<file path="src/rtl/pixl2sym_dl_pkg.sv">
// Shared types and constants for the pixl_to_symbol deadlock watchdog.
package pixl2sym_dl_pkg;

  typedef enum logic [1:0] {
    StIdle,
    StCount,
    StReport,
    StHold
  } state_e;

  localparam logic [1:0]  BLK_NONE   = 2'b00;
  localparam logic [7:0]  CHAN_NONE  = 8'hFF;
  localparam int unsigned NUM_CH_DEF = 2;

endpackage

</file>
<file path="src/rtl/pixl2sym_dl_chan_scan.sv">
// Combinational finder for the first blocked channel at or above a start index.
module pixl2sym_dl_chan_scan
  import pixl2sym_dl_pkg::*;
#(
  parameter int unsigned NUM_CH = NUM_CH_DEF
) (
  input  logic [2*NUM_CH-1:0] i_snap,
  input  logic [7:0]          i_start,
  output logic [7:0]          o_next,
  output logic [1:0]          o_code,
  output logic                o_found,
  output logic                o_last
);

  // o_last: no further blocked channel beyond o_next.
  always_comb begin
    o_next  = '0;
    o_code  = BLK_NONE;
    o_found = 1'b0;
    o_last  = 1'b1;
    for (int ch = 0; ch < int'(NUM_CH); ch++) begin
      if (ch >= int'(i_start) && i_snap[2*ch +: 2] != BLK_NONE) begin
        if (!o_found) begin
          o_found = 1'b1;
          o_next  = 8'(ch);
          o_code  = i_snap[2*ch +: 2];
        end else begin
          o_last = 1'b0;
        end
      end
    end
  end

endmodule

</file>
<file path="src/rtl/pixl2sym_deadlock_watchdog.sv">
// Debounces the monitor's block flag, freezes per-channel blocking codes on deadlock and
// streams one report record per blocked channel over a valid/ready port.
module pixl2sym_deadlock_watchdog
  import pixl2sym_dl_pkg::*;
#(
  parameter int unsigned NUM_CH = NUM_CH_DEF,
  parameter int unsigned THRESH = 1024,
  parameter int unsigned CNT_W  = 16
) (
  input  logic                ap_clk,
  input  logic                ap_rst_n,
  input  logic                enable,
  input  logic                block,
  input  logic [2*NUM_CH-1:0] axis_block_info,
  output logic                deadlock,
  output logic [CNT_W-1:0]    stall_cnt,
  output logic                rpt_valid,
  input  logic                rpt_ready,
  output logic [7:0]          rpt_chan,
  output logic [1:0]          rpt_code,
  output logic                rpt_last,
  output logic                done
);

  state_e r_state, w_state_nxt;

  logic [CNT_W-1:0]    r_cnt, w_cnt_nxt;
  logic                r_dl, w_dl_nxt;
  logic [2*NUM_CH-1:0] r_snap, w_snap_nxt;
  logic                r_valid, w_valid_nxt;
  logic [7:0]          r_chan, w_chan_nxt;
  logic [1:0]          r_code, w_code_nxt;
  logic                r_last, w_last_nxt;
  logic                r_done, w_done_nxt;

  logic                w_trig;
  logic                w_xfer;
  logic [2*NUM_CH-1:0] w_scan_in;
  logic [7:0]          w_scan_start;
  logic [7:0]          w_scan_next;
  logic [1:0]          w_scan_code;
  logic                w_scan_found;
  logic                w_scan_last;

  assign w_trig = (r_state == StCount) && enable && block && (r_cnt == CNT_W'(THRESH - 1));
  assign w_xfer = (r_state == StReport) && r_valid && rpt_ready;

  // While counting the scanner looks at live info so the first record is ready on the trigger
  // edge; afterwards it walks the frozen snapshot from the channel just sent.
  assign w_scan_in    = (r_state == StCount) ? axis_block_info : r_snap;
  assign w_scan_start = (r_state == StCount) ? 8'd0 : r_chan + 8'd1;

  pixl2sym_dl_chan_scan #(
    .NUM_CH (NUM_CH)
  ) u_chan_scan (
    .i_snap  (w_scan_in),
    .i_start (w_scan_start),
    .o_next  (w_scan_next),
    .o_code  (w_scan_code),
    .o_found (w_scan_found),
    .o_last  (w_scan_last)
  );

  always_ff @(posedge ap_clk) begin
    if (!ap_rst_n) begin
      r_state <= StIdle;
    end else begin
      r_state <= w_state_nxt;
    end
  end

  always_comb begin
    w_state_nxt = r_state;
    unique case (r_state)
      StIdle:   if (enable) w_state_nxt = StCount;
      StCount: begin
        if (!enable)     w_state_nxt = StIdle;
        else if (w_trig) w_state_nxt = StReport;
      end
      StReport: if (w_xfer && r_last) w_state_nxt = StHold;
      StHold:   if (!enable) w_state_nxt = StIdle;
      default:  w_state_nxt = StIdle;
    endcase
  end

  always_comb begin
    w_cnt_nxt   = r_cnt;
    w_dl_nxt    = r_dl;
    w_snap_nxt  = r_snap;
    w_valid_nxt = r_valid;
    w_chan_nxt  = r_chan;
    w_code_nxt  = r_code;
    w_last_nxt  = r_last;
    w_done_nxt  = 1'b0;
    unique case (r_state)
      StIdle: begin
        w_cnt_nxt = '0;
        w_dl_nxt  = 1'b0;
      end
      StCount: begin
        if (!enable) begin
          w_cnt_nxt = '0;
        end else if (w_trig) begin
          w_cnt_nxt   = CNT_W'(THRESH);
          w_dl_nxt    = 1'b1;
          w_snap_nxt  = axis_block_info;
          w_valid_nxt = 1'b1;
          if (w_scan_found) begin
            w_chan_nxt = w_scan_next;
            w_code_nxt = w_scan_code;
            w_last_nxt = w_scan_last;
          end else begin
            w_chan_nxt = CHAN_NONE;
            w_code_nxt = BLK_NONE;
            w_last_nxt = 1'b1;
          end
        end else if (block) begin
          w_cnt_nxt = (&r_cnt) ? r_cnt : r_cnt + CNT_W'(1);
        end else begin
          w_cnt_nxt = '0;
        end
      end
      StReport: begin
        if (w_xfer) begin
          if (r_last) begin
            w_valid_nxt = 1'b0;
            w_done_nxt  = 1'b1;
            w_chan_nxt  = '0;
            w_code_nxt  = BLK_NONE;
            w_last_nxt  = 1'b0;
          end else begin
            w_chan_nxt = w_scan_next;
            w_code_nxt = w_scan_code;
            w_last_nxt = w_scan_last;
          end
        end
      end
      StHold: begin
        if (!enable) begin
          w_dl_nxt  = 1'b0;
          w_cnt_nxt = '0;
        end
      end
      default: ;
    endcase
  end

  always_ff @(posedge ap_clk) begin
    if (!ap_rst_n) begin
      r_cnt   <= '0;
      r_dl    <= 1'b0;
      r_snap  <= '0;
      r_valid <= 1'b0;
      r_chan  <= '0;
      r_code  <= BLK_NONE;
      r_last  <= 1'b0;
      r_done  <= 1'b0;
    end else begin
      r_cnt   <= w_cnt_nxt;
      r_dl    <= w_dl_nxt;
      r_snap  <= w_snap_nxt;
      r_valid <= w_valid_nxt;
      r_chan  <= w_chan_nxt;
      r_code  <= w_code_nxt;
      r_last  <= w_last_nxt;
      r_done  <= w_done_nxt;
    end
  end

  assign deadlock  = r_dl;
  assign stall_cnt = r_cnt;
  assign rpt_valid = r_valid;
  assign rpt_chan  = r_chan;
  assign rpt_code  = r_code;
  assign rpt_last  = r_last;
  assign done      = r_done;

endmodule
</file>
<file path="config.mk">
export PLATFORM = sky130hd
export DESIGN_NAME = pixl2sym_deadlock_watchdog
export DESIGN_NICKNAME = d
export VERILOG_FILES = /design/src/rtl/pixl2sym_dl_pkg.sv /design/src/rtl/pixl2sym_dl_chan_scan.sv /design/src/rtl/pixl2sym_deadlock_watchdog.sv
export SDC_FILE = /design/constraint.sdc
export NUM_CORES = 1
export LEC_CHECK = 0
export ABC_AREA = 0
export CORE_MARGIN = 1
export CORE_UTILIZATION = 35
export DETAILED_ROUTE_END_ITERATION = 7
export GPL_TIMING_DRIVEN = 0
export SKIP_CTS_REPAIR_TIMING = 1
export SYNTH_ARGS = -nofsm -noshare
export SYNTH_HDL_FRONTEND = slang
export SYNTH_SLANG_ARGS = --single-unit
</file>
<file path="constraint.sdc">
create_clock -name ap_clk -period 2.3 [get_ports ap_clk]
set_input_delay 0.46 -clock ap_clk [delete_from_list [all_inputs] [get_ports ap_clk]]
set_output_delay 0.46 -clock ap_clk [all_outputs]
set_load 0.01 [all_outputs]
</file>
# Yosys cells after proc, flatten, opt, wreduce, memory -nomap -nowiden
# Index checks and enable logic that the tools add are counted.
totals:
  reg_bits: 36
  in_bits: 9
  out_inout_bits: 30
  wordCells: 96
op_classes:
  addsub: 2
  n_lt_le_gt_ge: 2
  eq_ne: 13
  mux: 49
  reduce_logical: 21
ops:
  columns: ["operator", "n"]
  rows:
  - ["two-way mux 16 bit", 5]
  - ["two-way mux 8 bit", 7]
  - ["one-hot mux 16 bit (3 select lines)", 1]
  - ["two-way mux 2 bit", 13]
  - ["adder 16 x 1 -> 16 bit (second input constant)", 1]
  - ["== test 16 x 10 -> 1 bit (second input constant)", 1]
  - [">= comparator 1 x 8 -> 1 bit (first input constant)", 2]
  - ["two-way mux 1 bit", 16]
  - ["one-hot mux 8 bit (2 select lines)", 1]
  - ["AND reduction 16 bit", 1]
  - ["!= test 2 bit (second input constant)", 6]
  - ["AND reduction 4 bit", 3]
  - ["AND reduction 3 bit", 3]
  - ["adder 8 x 1 -> 8 bit (second input constant)", 1]
  - ["logical AND 1 bit", 8]
  - ["one-hot mux 2 bit (4 select lines)", 1]
  - ["nonzero test 2 bit", 3]
  - ["!= test 5 bit (second input constant)", 1]
  - ["AND reduction 5 bit", 1]
  - ["== test 2 bit (second input constant)", 2]
  - ["two-way mux 4 bit", 1]
  - ["one-hot mux 1 bit (2 select lines)", 2]
  - ["one-hot mux 2 bit (2 select lines)", 1]
  - ["!= test 3 bit (second input constant)", 1]
  - ["other kinds (5)", 5]

# Depth between registers and ports, before layout
depth:
  ltp_word: 11
  ltp_mapped: 7
  ltp_nobuf: 7

# By module
# A second synthesis with hierarchy kept.
hier_totals:
  cells_unflattened: 253
  hier_area_um2: 2084.5
by_module_without_submodules:
  columns: ["mod", "instances", "cells_each", "area_per_inst_um2", "seq_area_each_um2"]
  rows:
  - ["pixl2sym_deadlock_watchdog", 1, 231, 1944.4, 720.7]
  - ["pixl2sym_dl_chan_scan", 1, 22, 140.1, 0.0]

# Worst setup path before layout
# Ideal clock, no wire load.
synth_path:
  path_type: "flip-flop to flip-flop"
  from: "register r_chan[0] (netlist: rpt_chan[0])"
  to: "register r_last (netlist: rpt_last)"
  setup_time_ns: 0.126
  arrival_time_ns: 1.644
  t_required_ns: 2.174
  setup_slack_ns: 0.530
  stages_incl_launch_ff: 8
  path_buffers: 0
  period_less_slack_ns: 1.770
  path_cell_list: "dfxtp_1 -> inv_1 -> ha_1 -> nor2b_1 -> o211a_1 -> a21boi_0 -> o2111ai_1 -> o31ai_1"
synth_via:
  elab_chain_len: 11
  word_cells_on_any_way: 16
  cone_classes: "add/sub (1); order compare (2); mux (11); reduce/logical (2)"
synth_rtl:
  columns: ["element", "line", "source"]
  rows:
  - ["start, declared", "pixl2sym_deadlock_watchdog.sv:31", "logic [7:0] r_chan, w_chan_nxt;"]
  - ["start signal, assigned", "pixl2sym_deadlock_watchdog.sv:163", "r_chan <= w_chan_nxt;"]
  - ["adder 8 x 1 -> 8 bit *", "pixl2sym_deadlock_watchdog.sv:51", "assign w_scan_start = (r_state == StCount) ? 8'd0 : r_chan + 8'd1;"]
  - ["two-way mux 8 bit *", "pixl2sym_deadlock_watchdog.sv:51", null]
  - [">= comparator 1 x 8 -> 1 bit", "pixl2sym_dl_chan_scan.sv:22", "if (ch >= int'(i_start) && i_snap[2*ch +: 2] != BLK_NONE) begin"]
  - ["logical AND 1 bit", "pixl2sym_dl_chan_scan.sv:22", null]
  - ["two-way mux 1 bit", "pixl2sym_dl_chan_scan.sv:22", null]
  - ["two-way mux 1 bit", "pixl2sym_dl_chan_scan.sv:23", "if (!o_found) begin"]
  - ["two-way mux 1 bit", "pixl2sym_dl_chan_scan.sv:22", null]
  - ["two-way mux 1 bit", "pixl2sym_deadlock_watchdog.sv:108", "if (w_scan_found) begin"]
  - ["two-way mux 1 bit", "pixl2sym_deadlock_watchdog.sv:103", "end else if (w_trig) begin"]
  - ["two-way mux 1 bit", "pixl2sym_deadlock_watchdog.sv:101", "if (!enable) begin"]
  - ["one-hot mux 1 bit (2 select lines) *", "pixl2sym_deadlock_watchdog.sv:95", "unique case (r_state)"]
  - ["end signal, assigned", "pixl2sym_deadlock_watchdog.sv:165", "r_last <= w_last_nxt;"]
  - ["end, declared", "pixl2sym_deadlock_watchdog.sv:33", "logic r_last, w_last_nxt;"]
# Every way passes the cells marked *; elsewhere a longest branch is shown, timed or not. The select of a mux whose other input is x is not followed.
# A chain may end at the register's enable or synchronous reset.

# Final worst setup path
layout_path:
  from: "input enable"
  to: "register r_cnt[0] (netlist: stall_cnt[0])"
layout_via:
  elab_chain_len: 6
  word_cells_on_any_way: 9
  cone_classes: "eq/ne (2); mux (3); reduce/logical (4)"
layout_rtl:
  columns: ["element", "line", "source"]
  rows:
  - ["start, declared", "pixl2sym_deadlock_watchdog.sv:12", "input logic enable,"]
  - ["logical AND 1 bit (3 in a row)", "pixl2sym_deadlock_watchdog.sv:45", "assign w_trig = (r_state == StCount) && enable && block && (r_cnt == CNT_W'(THRESH - 1));"]
  - ["two-way mux 16 bit", "pixl2sym_deadlock_watchdog.sv:103", null]
  - ["two-way mux 16 bit", "pixl2sym_deadlock_watchdog.sv:101", null]
  - ["one-hot mux 16 bit (3 select lines)", "pixl2sym_deadlock_watchdog.sv:95", null]
  - ["end signal, assigned", "pixl2sym_deadlock_watchdog.sv:159", "r_cnt <= w_cnt_nxt;"]
  - ["end, declared", "pixl2sym_deadlock_watchdog.sv:27", "logic [CNT_W-1:0] r_cnt, w_cnt_nxt;"]
# Several ways; a longest one is shown, not always the timed one.

==> results.toml <==
[outcome]
status = "completed"

[clock_network]
worstSkewPairLatency_ps = 280
clk_pin_slew_ps = 60
numCtsBuffers = 5
cts_tree = "done"
clock-sinks = 30
ctsHtreeMaxLevel = 2
cts_root_buffer = "clkbuf_8"
clockBufferDepth = 2

[timing]
fin_skew_ps = 4.188
setup_viol = 0
min_period_ps = 2023
final-hold-violation-count = 0
fmaxAchievable_mhz = 494.3
rsz0062_at_grt = "no"
maxSlewHeadroom_pct = 66.86
setup_tns_ps = 0
post-route-period-util_pct = 87.96
hold_ws_ps = 481.9
tightest_slew_ps = 497.2
slew_viol_final = 0

[critical_path]
cp_cell_sequence = "clkdlybuf4s50_1, nand4b_4, nor4_4, a31oi_2, xnor2_1, nor2_1"
cp-end-kind = "flip-flop"
critPathMaxStageDelay_ps = 590
crit_path_top_delay_cell = "clkdlybuf4s50_1"
worst-setup-path-type = "primary input to flip-flop"
crit_arrival_ps = 2190
cp.buffers_inverters = 1
cp_top_family = "simple AND/OR/NAND/NOR gates"
cp-start-kind = "primary input"
path_max_fanout = 6
required_ps = 2470

[pwr]
cellPowerDensity_mw_per_mm2 = 423.8
ir_drop_mv = 0.2604
p_comb_share_pct = 5.6
p_int_uw = 747.2
power_frac_clock_pct = 40.9
seqPwrFrac_pct = 53.5
p_sw_uw = 228.5
leakagePower_uw = 0.0007899
swShare_pct = 23.42

[synthesis]
synthMuxAreaShare_pct = 2.829
synth-adder-area-share_pct = 1.414
synth_seq_cells = 30
synth_top_family_by_area = "simple AND/OR/NAND/NOR gates"
synth-compound-area-share_pct = 19.38
synthFlopType = "dfxtp_1"
netlist_area_mm2 = 0.001769
yosysSeqAreaShare_pct = 33.95
async_flop_share_pct = 0
synth_area_per_cell_um2 = 8.890
synth_nets = 210
synth-simple-area-share_pct = 30.76
synth.distinct_cells = 61
synth_edf_count = 0
synth-xor-area-share_pct = 3.465
ys_warn_count = 0
netlist_instances = 199

[worst_hold_path]
hp-class = "flip-flop to flip-flop"

[cells_and_area]
fillers = 485
antenna_cells = 0
final_common_cell = "clkdlybuf4s50_1"
drive_above_1_share_pct = 16.05
area_growth_syn_to_layout_pct = 30.13
post-route-util_pct = 48.10
final_cell_mix = "37 x clkdlybuf4s50_1, 30 x dfxtp_1, 19 x nor2_1, 18 x nand2_1, 13 x a21oi_1"
fin_nets = 254

[floorplanning]
start_util_pct = 36.97
placementRows = 25
fp.coreArea_mm2 = 0.004786
die-height_um = 73.10
io_pins = 39
die_area_mm2 = 0.005343
die_w_um = 73.10

[global_routing]
grt_overflow = 0
grt_pass1_wl_mm = 6.831
antenna_found_initial = 0
grtUsageTotal_pct = 16.63
grt_max_degree = 11
grt_pass1_vias = 1416

[routing]
drt_iter0_markers = 94
dr.pass1.iters = 4
final_antenna_net_count = 0
wl_mm = 4.118
routed-via-count = 1605
vias_per_cell = 5.177
wl_per_cell_um = 13.28
drc = 0

[placed_design]
numPortBuffers = 37
routabilityCongestion = 0.7573
dp_hpwl_mm = 3.092

[run]
maxCapViolations = 0
worst paths after layout:
| path | startpoint | to | slack [ps] | depth (start not counted) |
|---|---|---|---|---|
| min | rpt_code[1] | rpt_code[1] | 480 | 2 |
| max reg2reg | rpt_chan[0] | rpt_last | 350 | 7 |
| max | enable | stall_cnt[0] | 280 | 6 |
| min reg2reg | rpt_code[1] | rpt_code[1] | 480 | 2 |
layout make-up:
type / count / area, um2 / area share, %
Multi-Input combinational cell: 148 / 1023 / 44.46
Sequential cell: 30 / 600.6 / 26.09
Timing Repair Buffer: 37 / 370.4 / 16.09
Buffer: 14 / 118.9 / 5.163
Tap cell: 67 / 83.83 / 3.641
Clock buffer: 5 / 68.82 / 2.989
Inverter: 7 / 26.28 / 1.141
Clock inverter: 2 / 10.01 / 0.4348
sequential cells by signal (all words and copies together) (netlist names), named ones only:
signal / flops
stall_cnt: 16
r_snap: 4
rpt_chan: 2
rpt_code: 2
deadlock: 1
done: 1
r_state: 1
rpt_last: 1
rpt_valid: 1
kinds of logic (layout without fill, tap and decap cells):
group,count (synthesis),after routing
and+or+nand+nor,85,85
AOI/OAI and AO/OA,49,49
DFF,30,30
buffers and inverters,21,65
xor gates and xnor gates,7,7
muxes,5,5
adders and majority gates,2,2
metrics by stage:
step	instances	worst slack (ps)	area, um2	total power [uW]
2_1_floorplan	199	530.3	1769	562.6
3_3_place_gp	303	1.790	2223	587.9
3_5_place_dp	303	1.793	2223	587.6
4_1_cts	310	284.1	2302	988.7
5_1_grt	310	163.6	2302	1019
6_report	310	276.9	2302	975.7
worst min-delay path, cell delays in order (launching register included):
cell and delay [ps]:
dfxtp_1 310, nand2_1 50, o22ai_1 70
power by group through the flow:
stage,Clock [uW],Sequential [uW],Combinational [uW]
3_5_place_dp,0,534,54.0
4_1_cts,413,522,54.4
6_report,399,522,54.7
2_1_floorplan,0,534,29.0
3_3_place_gp,0,534,54.4
5_1_grt,437,522,59.7
cells in the mapped netlist (3+ instances only):
master | n | area (um2)
a21oi_1 | 13 | 65.06
buf_4 | 9 | 67.56
dfxtp_1 | 30 | 600.6
inv_1 | 6 | 22.52
mux2i_1 | 5 | 50.05
nand2_1 | 18 | 67.56
nand2b_1 | 3 | 18.77
nand3_1 | 6 | 30.03
nand4_1 | 7 | 43.79
nor2_1 | 19 | 71.32
nor2b_1 | 3 | 18.77
o21ai_0 | 12 | 60.06
xnor2_1 | 6 | 52.55
per-layer routing:
layer | part of all wire (%) | GRT usage [%] | up-vias | routed length (um)
met5 | 0 | 0 | - | 0
met4 | 0.68 | 6.536 | 0 | 28
met3 | 5.1 | 3.177 | 2 | 210
met2 | 43 | 24.69 | 42 | 1759
met1 | 51 | 23.58 | 746 | 2120
li1 | - | - | 815 | -
Note: power is estimated with default switching activity, not from simulation.
